[config.mk]
export PLATFORM = sky130hd
export DESIGN_NAME = mult_div_unit
export DESIGN_NICKNAME = d
export VERILOG_FILES = /design/src/rtl/mult_div_unit_pkg.sv /design/src/rtl/md_sign_fix.sv /design/src/rtl/mult_div_unit.sv
export SDC_FILE = /design/constraint.sdc
export NUM_CORES = 1
export LEC_CHECK = 0
export CAP_MARGIN = 20
export CORE_MARGIN = 10
export CORE_UTILIZATION = 37
export DETAILED_ROUTE_END_ITERATION = 7
export MAX_ROUTING_LAYER = met4
export PLACE_DENSITY = 0.67
export SLEW_MARGIN = 20
export SYNTH_ARGS = -nofsm -noshare
export SYNTH_HDL_FRONTEND = slang
export SYNTH_HIERARCHICAL = 1
export SYNTH_SLANG_ARGS = --single-unit
[constraint.sdc]
create_clock -name clk -period 5.1 [get_ports clk]
set_input_delay 1.275 -clock clk [delete_from_list [all_inputs] [get_ports clk]]
set_output_delay 1.275 -clock clk [all_outputs]
set_load 0.05 [all_outputs]
[src/rtl/mult_div_unit_pkg.sv]
// mult_div_unit_pkg: ALU opcodes, MDU state encoding and default width shared with the ALU control decoder
package mult_div_unit_pkg;

    localparam int DEFAULT_WIDTH = 32;

    localparam logic [3:0] ALU_AND  = 4'b0000;
    localparam logic [3:0] ALU_OR   = 4'b0001;
    localparam logic [3:0] ALU_ADD  = 4'b0010;
    localparam logic [3:0] ALU_NOR  = 4'b0011;
    localparam logic [3:0] ALU_MFHI = 4'b0101;
    localparam logic [3:0] ALU_SUB  = 4'b0110;
    localparam logic [3:0] ALU_MFLO = 4'b0111;
    localparam logic [3:0] ALU_MULT = 4'b1010;
    localparam logic [3:0] ALU_SLT  = 4'b1110;
    localparam logic [3:0] ALU_DIV  = 4'b1111;

    typedef enum logic [1:0] {IDLE, CALC, FIX} md_state_t;

    function automatic logic is_md_op(input logic [3:0] op);
        return op == ALU_MULT || op == ALU_DIV;
    endfunction

endpackage

[src/rtl/md_sign_fix.sv]
// md_sign_fix: conditional two's-complement negate, used both for operand magnitudes and result sign correction
module md_sign_fix #(
    parameter int W = 32
) (
    input  logic [W-1:0] val,
    input  logic         neg,
    output logic [W-1:0] res
);

    assign res = neg ? -val : val;

endmodule

[src/rtl/mult_div_unit.sv]
// mult_div_unit: iterative signed mult/div over operand magnitudes with HI/LO registers and pipeline stall
module mult_div_unit
    import mult_div_unit_pkg::*;
#(
    parameter int WIDTH = DEFAULT_WIDTH,
    parameter int CNT_W = 5
) (
    input  logic             clk,
    input  logic             rst_n,
    input  logic             start,
    input  logic [3:0]       alu_ctrl,
    input  logic [WIDTH-1:0] op_a,
    input  logic [WIDTH-1:0] op_b,
    output logic             busy,
    output logic             done,
    output logic             div_by_zero,
    output logic             stall,
    output logic [WIDTH-1:0] hi,
    output logic [WIDTH-1:0] lo,
    output logic [WIDTH-1:0] mf_result
);

    md_state_t        state, next_state;
    logic             op_div, sign_a, sign_b, accept;
    logic [CNT_W-1:0] cnt;
    logic [WIDTH-1:0] mag_b, a_raw, acc, quo;
    logic [WIDTH-1:0] abs_a, abs_b, quo_fix, rem_fix;
    logic [WIDTH:0]   add_sum, div_shift, div_diff;
    logic [2*WIDTH-1:0] prod_fix;

    assign accept    = state == IDLE && start && is_md_op(alu_ctrl);
    assign busy      = state != IDLE;
    assign stall     = busy || (start && is_md_op(alu_ctrl));
    assign mf_result = alu_ctrl == ALU_MFHI ? hi : alu_ctrl == ALU_MFLO ? lo : '0;

    // acc:quo acts as product shift register for mult and as remainder:dividend/quotient for div
    assign add_sum   = {1'b0, acc} + (quo[0] ? {1'b0, mag_b} : '0);
    assign div_shift = {acc, quo[WIDTH-1]};
    assign div_diff  = div_shift - {1'b0, mag_b};

    md_sign_fix #(.W(WIDTH)) u_abs_a (.val(op_a), .neg(op_a[WIDTH-1]), .res(abs_a));
    md_sign_fix #(.W(WIDTH)) u_abs_b (.val(op_b), .neg(op_b[WIDTH-1]), .res(abs_b));
    md_sign_fix #(.W(2*WIDTH)) u_prod (.val({acc, quo}), .neg(sign_a ^ sign_b), .res(prod_fix));
    md_sign_fix #(.W(WIDTH)) u_quo (.val(quo), .neg(sign_a ^ sign_b), .res(quo_fix));
    md_sign_fix #(.W(WIDTH)) u_rem (.val(acc), .neg(sign_a), .res(rem_fix));

    // state register
    always_ff @(posedge clk or negedge rst_n) begin
        if (!rst_n) state <= IDLE;
        else        state <= next_state;
    end

    // next-state: IDLE -> CALC for WIDTH cycles -> FIX -> IDLE
    always_comb begin
        next_state = state;
        case (state)
            IDLE:    next_state = accept ? CALC : IDLE;
            CALC:    next_state = cnt == '0 ? FIX : CALC;
            FIX:     next_state = IDLE;
            default: next_state = IDLE;
        endcase
    end

    // operand capture, one shift-add / restoring step per CALC cycle, HI/LO write in FIX
    always_ff @(posedge clk or negedge rst_n) begin
        if (!rst_n) begin
            op_div      <= 1'b0;
            sign_a      <= 1'b0;
            sign_b      <= 1'b0;
            mag_b       <= '0;
            a_raw       <= '0;
            acc         <= '0;
            quo         <= '0;
            cnt         <= '0;
            hi          <= '0;
            lo          <= '0;
            done        <= 1'b0;
            div_by_zero <= 1'b0;
        end else begin
            done        <= state == FIX;
            div_by_zero <= state == FIX && op_div && mag_b == '0;
            if (accept) begin
                op_div <= alu_ctrl == ALU_DIV;
                sign_a <= op_a[WIDTH-1];
                sign_b <= op_b[WIDTH-1];
                mag_b  <= abs_b;
                a_raw  <= op_a;
                acc    <= '0;
                quo    <= abs_a;
                cnt    <= CNT_W'(WIDTH - 1);
            end else if (state == CALC) begin
                cnt <= cnt - 1'b1;
                if (op_div) begin
                    acc <= div_diff[WIDTH] ? div_shift[WIDTH-1:0] : div_diff[WIDTH-1:0];
                    quo <= {quo[WIDTH-2:0], ~div_diff[WIDTH]};
                end else begin
                    acc <= add_sum[WIDTH:1];
                    quo <= {add_sum[0], quo[WIDTH-1:1]};
                end
            end else if (state == FIX) begin
                if (!op_div) begin
                    {hi, lo} <= prod_fix;
                end else if (mag_b == '0) begin
                    hi <= a_raw;
                    lo <= '1;
                end else begin
                    hi <= rem_fix;
                    lo <= quo_fix;
                end
            end
        end
    end

endmodule

==> metrics.yaml, run 1 <==
postRouteAntennaNets: 0
die_area_um2: 58740
dp_slack_ns: 0.9253
finalCritPeriodShare_pct: 82.91
synth_edf_count: 0
power_density_nw_per_um2: 673.1
setup-tns-final_ns: 0
synthCells: 2286
rows: 81
via_count: 18340
drv_slew: 0
critPathCaptureType: "primary output"
dieHeight_um: 242.4
critPathMaxFanout: 5
ys_seq_elements: 203
worst-setup-path-type: "input port to primary output"
yosysSeqAreaShare_pct: 27.77
core_area_um2: 48950
final_cell_area_um2: 21620
rrSetupSlack_ns: 1.04
crit_path_start_kind: "input port"
htreeDepth: 1
avgSynthCellArea_um2: 8.003
clock_skew_ns: 0.01743
clk_pin_slew_ns: 0.06
gp_congestion: 0.9691
critPathArrivalTime_ns: 2.95
startpoint: "alu_ctrl[2]"
cts_buffer_depth: 3
drtIter0Drc: 2107
crit_path_cell_trace: "clkdlybuf4s50_1 > xnor2_1 > nand4_1 > nand2b_1 > buf_4"
syn_area_um2: 18300
critical_path.max_stage_delay_ns: 0.53
placed_cell_area_um2: 20800
syn-num-nets: 2430
wl_per_cell_um: 21.90
clock-sinks: 203
ys_warn_count: 6
crit_end: "stall"
cap_violations: 0
synth_cell_types: 81
async_reset_ff_share_pct: 100.0
period_needed_ns: 4.229
io_pins: 171
grt_first_pass_wirelength_mm: 104.1
hold_viol: 0
antenna_found_initial: 2
grt_pass1_vias: 17510
ir_drop_mv: 0.3272
drc: 0
cpMaxStageDelayCell: "nand4_1"
cts_buffers: 23
final.setup.worst_slack_ns: 0.8714
status: "completed"
final_nets: 2526
worstReg2RegStart: "quo[31]"
setup_viol: 0
grt_remaining_overflow: 0
p_leak_nw: 8.647
die_w_um: 242.4
max_freq_mhz: 236.5
tritoncts: "done"
dr.pass1.iters: 6
routed_wl_mm: 67.12
clock_latency_ns: 0.56
hpwl_mm: 50.69
hold_class: "register to register"
io_buffers: 170
drive_gt1_share_pct: 8.799
post_cts_buffers: 0
critPathRequiredTime_ns: 3.83
start_util_pct: 37.37
ys.flop_type: "dfrtp_1"
cts_root_buffer: "clkbuf_16"
cts_resized: 0
area_growth_pct: 18.18
tightest_slew_ns: 1.088
slew-limit-headroom_pct: 26.43
cts_hold_buf: 0
grt_max_degree: 95
grt_usage_pct: 22.41
grt_setup_unrepaired: "no"
r2r_cells: 13
worstHoldStart: "a_raw[22]"
r2r-end: "acc[25]"
via_per_inst: 5.986
-- registers in the layout, indices dropped and copies added (netlist names) --
name         flops
a_raw           31
acc             32
cnt              5
div_by_zero      1
done             1
hi              32
lo              32
mag_b           32
op_div           1
quo             32
sign_a           1
sign_b           1
state            2
-- Yosys cell counts (all sizes together), types with 4 or more instances --
cell / number / area (µm²)
nand2b: 23 / 143.9
o311ai: 4 / 35.03
ha: 71 / 888.4
a21oi: 117 / 589.3
a211oi: 7 / 52.55
nand4: 30 / 193.9
o21a: 8 / 60.06
nand2: 365 / 1375
nor2: 99 / 379.1
inv: 80 / 300.3
o31ai: 54 / 405.4
or4b: 5 / 50.05
and3: 6 / 37.54
mux2i: 67 / 670.6
o21ai: 257 / 1301
a22oi: 45 / 337.8
o221ai: 6 / 52.55
o21bai: 5 / 37.54
and2: 36 / 226.5
nand3: 16 / 80.08
or3: 60 / 377.9
buf: 29 / 188.9
or4: 34 / 296.5
nor2b: 12 / 75.07
nand4b: 6 / 58.80
nor4: 37 / 252.7
nor4b: 6 / 52.55
xor2: 20 / 175.2
dfrtp: 203 / 5080
nor3: 20 / 100.1
o41ai: 65 / 659.4
xnor2: 210 / 1839
a21o: 27 / 202.7
or2: 11 / 71.32
a31oi: 13 / 81.33
nand3b: 9 / 67.56
mux2: 29 / 326.6
a22o: 32 / 280.3
clkbuf: 114 / 427.9
o211ai: 14 / 105.1
-- how the worst min path moves through the flow --
stage | endpoint | slack (ns) | cells after the start
detailed placement | a_raw[22] | 0.48 | 2
CTS | a_raw[22] | 0.49 | 2
global placement | a_raw[22] | 0.47 | 2
finish | a_raw[22] | 0.48 | 2
floorplan | a_raw[0] | 0.45 | 2
global route | a_raw[27] | 0.52 | 2
-- critical path: cells and delay by family --
kind | cells | cell delay, ns
buf+inv | 2 | 0.75
xor+xnor | 1 | 0.14
simple gates | 2 | 0.78
-- logic make-up after synthesis --
family | synth area share, %
muxes | 5.451
buffers and inverters | 5.013
xor gates and xnor gates | 11.01
and+or+nand+nor | 21.20
adders and majority gates | 5.075
AOI/OAI and AO/OA | 24.48
DFF | 27.77
-- power breakdown --
group	total, mW	internal (mW)	switching [mW]
Clock	1.80	1.04	0.767
Sequential	3.47	2.24	1.23
Combinational	9.28	3.62	5.66
Total	14.6	6.89	7.66
-- cell usage in the layout, fill, tap and decap left out, types with 67 or more instances in the layout --
cell	Yosys	routed
nand2_1	363	362
o21ai_0	254	254
xnor2_1	210	210
dfrtp_1	203	202
clkdlybuf4s50_1	0	135
a21oi_1	116	116
nor2_1	98	96
inv_1	80	79
ha_1	71	71
mux2i_1	67	67
-- stage by stage --
step / hold slack (ns) / total power [mW] / utilization (%) / std cells
detailed placement: 0.4756 / 12.55 / 42.49 / 3021
global placement: 0.4660 / 12.41 / 42.50 / 3021
finish: 0.4832 / 14.55 / 44.17 / 3064
global route: 0.5150 / 15.48 / 44.17 / 3064
CTS: 0.4903 / 14.40 / 44.15 / 3062
floorplan: 0.4454 / 9.531 / - / 2286
-- metal layers --
| layer | routed length [µm] | vias to the layer above | part of all wire [%] | track usage [%] |
|---|---|---|---|---|
| li1 | - | 8529 | - | - |
| met1 | 29520 | 8835 | 44 | 29.75 |
| met2 | 29760 | 859 | 44 | 34.42 |
| met3 | 5871 | 118 | 8.7 | 3.759 |
| met4 | 1961 | 0 | 2.9 | 6.547 |
| met5 | 0 | - | 0 | - |
-- cell type report --
| cell class | instances | area [µm²] |
|---|---|---|
| Tap cell | 664 | 830.8 |
| Fill cell | 4798 | 27330 |
| Clock inverter | 15 | 195.2 |
| Clock buffer | 26 | 616.8 |
| Antenna cell | 2 | 5.005 |
| Inverter | 80 | 300.3 |
| Multi-Input combinational cell | 1860 | 12360 |
| Timing Repair Buffer | 214 | 2236 |
| Sequential cell | 203 | 5081 |
Power figures use the tool's default switching activity.
==> inputs of run 2 (changes only) <==
Settings changed: PLACE_DENSITY 0.67 to 0.69.
Clock period 5.1 ns to 3.5 ns, I/O delays scaled along.
==> metrics.yaml, run 2 (synthesis results as in run 1) <==
die_area_um2: 58740  # unchanged
hold_class: "input port to async pin"
finish.utilization_pct: 46.27  # +2.1 points
cap_violations: 0  # unchanged
status: "completed"
setup_viol: 0  # unchanged
final_cell_mix: "nand2_1, o21ai_0, xnor2_1, dfrtp_1"
period_needed_ns: 3.363
path_delay_family: "simple AND/OR/NAND/NOR gates"
mostFrequentLayoutCell: "nand2_1"
io_pins: 171  # unchanged
core_area_um2: 48950  # unchanged
hpwl_mm: 53.42  # +5.4%
clk_pin_slew_ns: 0.06  # about the same
max_freq_mhz: 297.4
antenna_found_initial: 1  # -1
via_per_inst: 5.949  # -0.61%
wl_per_cell_um: 22.02  # +0.53%
critPathArrivalTime_ns: 3.74  # +0.79 ns
rows: 81  # unchanged
via_count: 18860  # +2.8%
dieHeight_um: 242.4  # unchanged
crit_buf_inv: 1  # -1
dr.pass1.iters: 6  # unchanged
critPathRequiredTime_ns: 3.88  # +0.05 ns
drtIter0Drc: 1860  # -12%
grt_first_pass_wirelength_mm: 106.6  # +2.4%
gp_congestion: 0.9896  # +2.1%
total_power_mw: 22.11  # +52%
grt_remaining_overflow: 0  # unchanged
slew-limit-headroom_pct: 34.82  # +8.4 points
critical_path.max_stage_delay_ns: 0.64  # +0.11 ns
grt_max_degree: 104  # +9.5%
cts_root_buffer: "clkbuf_16"
final_nets: 2630  # +4.1%
htreeDepth: 1  # unchanged
cts_hold_buf: 0  # unchanged
cts_buffer_depth: 3  # unchanged
tritoncts: "done"
finalCritPeriodShare_pct: 96.08
postRouteAntennaNets: 0  # unchanged
ir_drop_mv: 0.3784  # +16%
p_leak_nw: 9.216  # +6.6%
fill_cells: 4793  # -0.10%
area_growth_pct: 23.80
worst-setup-path-type: "register to register"
crit_path_start_kind: "register"
drv_slew: 0  # unchanged
clock_skew_ns: 0.01292  # -0.004507 ns
hold_viol: 0  # unchanged
start_util_pct: 37.37  # unchanged
critPathCaptureType: "register"
drc: 0  # unchanged
tightest_slew_ns: 0.9777  # -0.1104 ns
die_w_um: 242.4  # unchanged
grt_usage_pct: 23.11  # +0.71 points
clock_latency_ns: 0.55  # about the same
clock-sinks: 203  # unchanged
power_density_nw_per_um2: 976.2  # +45%
crit_path_cell_trace: "buf_4 > nor4_1 > nand4b_1 > o41ai_2 > xnor2_1 > mux2i_1 > nor2_1 > a21oi_1 > o21ai_0"
cts_buffers: 24  # +4.3%
cpMaxStageDelayCell: "nand4b_1"
io_buffers: 170  # unchanged
drive_gt1_share_pct: 12.62  # +3.8 points
routed_wl_mm: 69.81  # +4.0%
critPathMaxFanout: 11  # +6
grt_pass1_vias: 17720  # +1.2%
## run 2: final timing paths
path,end,slack [ns],start,cells after the start
worst max-delay path,hi[31],0.14,acc[6],9
worst min-delay path,mag_b[20],0.32,rst_n,1
worst max register to register,hi[31],0.14,acc[6],9
worst min register to register,a_raw[28],0.48,a_raw[28],2
max in group asynchronous,acc[14],2.26,rst_n,2
min in group clk,a_raw[28],0.48,a_raw[28],2
## run 2: what timing repair did
action	in CTS	in global routing
setup endpoints to repair	0	12
gates resized for setup	0	4
buffers inserted	0	6
hold endpoints to repair	0	0
## run 2: per-layer routing
metal / up-vias / GRT usage [%] / share of wire (%)
li1: 8717 / - / -
met5: - / - / 0
met3: 145 / 4.497 / 9.3
met1: 9089 / 30.19 / 43
met2: 908 / 34.89 / 44
met4: 0 / 8.452 / 3.6
## run 2: worst register-to-register path: cells and delay by family (launching register included)
family,cells,cell delay (ns)
flip-flops,1,0.49
multiplexers,1,0.14
buffers and inverters,1,0.22
AO/OA/AOI/OAI,3,1.08
XOR/XNOR,1,0.10
AND/OR/NAND/NOR,3,1.18
## run 2: through the flow
step           instance area (µm²)  worst slack (ns)  hold slack, ns  cells  setup TNS [ns]
6_report                     22650            0.1370          0.3159   3170               0
4_1_cts                      22590            0.1373          0.3665   3162               0
3_3_place_gp                 21790            0.1485          0.4654   3118               0
2_1_floorplan                18300            0.4895          0.4454   2286               0
5_1_grt                      22650         -0.001131          0.3710   3169       -0.001131
3_5_place_dp                 21790           0.07443          0.4675   3118               0
## run 2: layout make-up
cell class,count,area [µm²],area share [%]
clock inverter,16,157.7,0.6961
tap,664,830.8,3.668
timing repair buffer,317,3277,14.47
antenna,2,5.005,0.02210
sequential,203,5082,22.44
clock buffer,28,636.9,2.812
inverter,80,300.3,1.326
multi-input combinational,1860,12360,54.57
## run 2: report_power, final
part | total, mW | internal (mW) | switching (mW)
Sequential | 4.60 | 3.28 | 1.32
Clock | 2.58 | 1.47 | 1.11
Combinational | 14.9 | 5.87 | 9.07
Total | 22.1 | 10.6 | 11.5
==> RTL edit: new RTL, settings of run 1 <==
The parameter `CNT_W` goes from 5 to 7.
--- a/src/rtl/mult_div_unit.sv
+++ b/src/rtl/mult_div_unit.sv
@@ -5,3 +5,3 @@
     parameter int WIDTH = DEFAULT_WIDTH,
-    parameter int CNT_W = 5
+    parameter int CNT_W = 7
 ) (
Behaviour: same outputs for any inputs over 10 cycles, from zero or initial values and one cycle with rst_n low; that may be too few to reach the edited logic, so the function may still have changed.
==> RTL edit against run 1 <==
Area after synthesis fell by 1.7%. Total power fell by 27%. Clock skew fell by 0.0051 ns. Largest power group unchanged. Sequential cell count rose by 2. Wire length fell by 6.7%. Die area fell by 1.5%. Final area fell by 1.6%. Worst setup slack got worse by 0.0051 ns.
==> RTL edit: results (changes against run 1) <==
* Run status: finished clean (unchanged)
* Worst hold-check path type: reg2reg (unchanged)
* Synth Area in Adders at 5.16% (was 5.07%)
* Largest net degree at the start of global routing at 134 (was 95)
* Met2 wire length at 29.2 mm (was 29.8 mm)
* Post-detail-place hpwl at 47.7 mm (was 50.7 mm)
* Multiplexer area fraction after synthesis at 5.07% (was 5.45%)
* Routed wl met3 at 4.12 mm (was 5.87 mm)
* Sequential share of power at 27.8% (was 23.8%)
* Root Driver: clkbuf_16 (unchanged)
* GPL Wtd Cong at 0.991 (was 0.969)
* Leak pwr at 0.00830 uW (was 0.00865 uW)
* Xor and xnor area share after synthesis at 11.9% (was 11.0%)
* Mapped Nets at 2369 (was 2430)
* Worst Clk Skew at 0.0123 ns (was 0.0174 ns)
* Synth top area cells: dfrtp_1, xnor2_1, nand2_1, o21ai_0, mux2i_1 (was dfrtp_1, xnor2_1, nand2_1, o21ai_0, ha_1)
* Final std cells w/o fill at 2957 (was 3064)
* Worst path arrival time at 2.96 ns (was 2.95 ns)
* Post-synth top cells: nand2_1, o21ai_0, xnor2_1, dfrtp_1, nor2_1 (was nand2_1, o21ai_0, xnor2_1, dfrtp_1, a21oi_1)
* Gr usage total at 21.5% (was 22.4%)
* Routed wire per std cell at 21.2 um (was 21.9 um)
* Number of detailed-route iterations in the first pass at 7 (was 6)
* M2 GR Usage at 35.0% (was 34.4%)
* Switching pwr at 4910 uW (was 7660 uW)
* N_diodes at 0 (was 2)
* Worst-Margin Slew at 1.10 ns (was 1.09 ns)
* Share of cells above drive strength 1 at 7.39% (was 8.80%)
* CTS buffer count at 26 (was 23)
* Post-Place Setup Slack at 0.931 ns (was 0.925 ns)
* Pwr dens at 497 nW/um^2 (was 673 nW/um^2)
* Largest delay share family, worst path: buffers and inverters (was simple AND/OR/NAND/NOR gates)
* H-tree depth at 1 (unchanged)
* Fill count at 4758 (was 4798)
* IO Port Bufs at 170 (unchanged)
* Max IR drop VDD at 0.261 mV (was 0.327 mV)
* Post-synth top area share at 28.5% (was 27.8%)
* Placed cell count at 2912 (was 3021)
* Routed via count at 17400 (was 18300)
* Fin nets at 2469 (was 2526)
* Met3 GRT Util at 2.72% (was 3.76%)
* Compound-gate portion of the synthesized area at 23.8% (was 24.5%)
* Seq/Total Area, Yosys at 28.5% (was 27.8%)
* Initial drt markers at 1586 (was 2107)
* Synth warnings at 6 (unchanged)
* CP max FO at 3 (was 5)
* Async S/R FF share, synth at 100% (unchanged)
* Initial antenna violation count at 0 (was 2)
* Post-synth cell types at 79 (was 81)
* Placed Area at 20400 sq um (was 20800 sq um)
* Logic gate share of total power at 54.3% (was 63.7%)
* First-pass GRT wire length at 97.0 mm (was 104 mm)
* Clk slew on worst S/H paths at 0.06 ns (about the same)
* Syn_area_per_cell at 8.08 sq um (was 8.00 sq um)
* Met1 usage at 26.7% (was 29.7%)
* Post-Route M1 WL at 26.6 mm (was 29.5 mm)
* CTS resizes at 0 (unchanged)
* CP max stage cell: clkdlybuf4s50_1 (was nand4_1)
* Post-CTS setup buffers at 0 (unchanged)
[RTL edit: layout make-up]
| cell class | instances | area, sq um | share of cell area [%] |
|---|---|---|---|
| inverters | 73 | 274 | 1.29 |
| clock buffers | 36 | 728 | 3.42 |
| flip-flops and latches | 205 | 5130 | 24.1 |
| repair buffers | 205 | 2150 | 10.1 |
| clock inverters | 9 | 140 | 0.659 |
| multi-input cells | 1814 | 12100 | 56.8 |
| well taps | 615 | 769 | 3.62 |
[RTL edit: worst paths after layout]
| kind | end | start | slack (ns) | cells past startpoint |
|---|---|---|---|---|
| max in group asynchronous | mag_b[31] | rst_n | 3.17 | 2 |
| min in group asynchronous | lo[12] | rst_n | 0.84 | 1 |
| worst max register to register | acc[0] | quo[31] | 0.90 | 14 |
| worst max-delay path | stall | alu_ctrl[2] | 0.87 | 5 |
| worst min-delay path | a_raw[27] | a_raw[27] | 0.49 | 2 |
| worst min register to register | a_raw[27] | a_raw[27] | 0.49 | 2 |
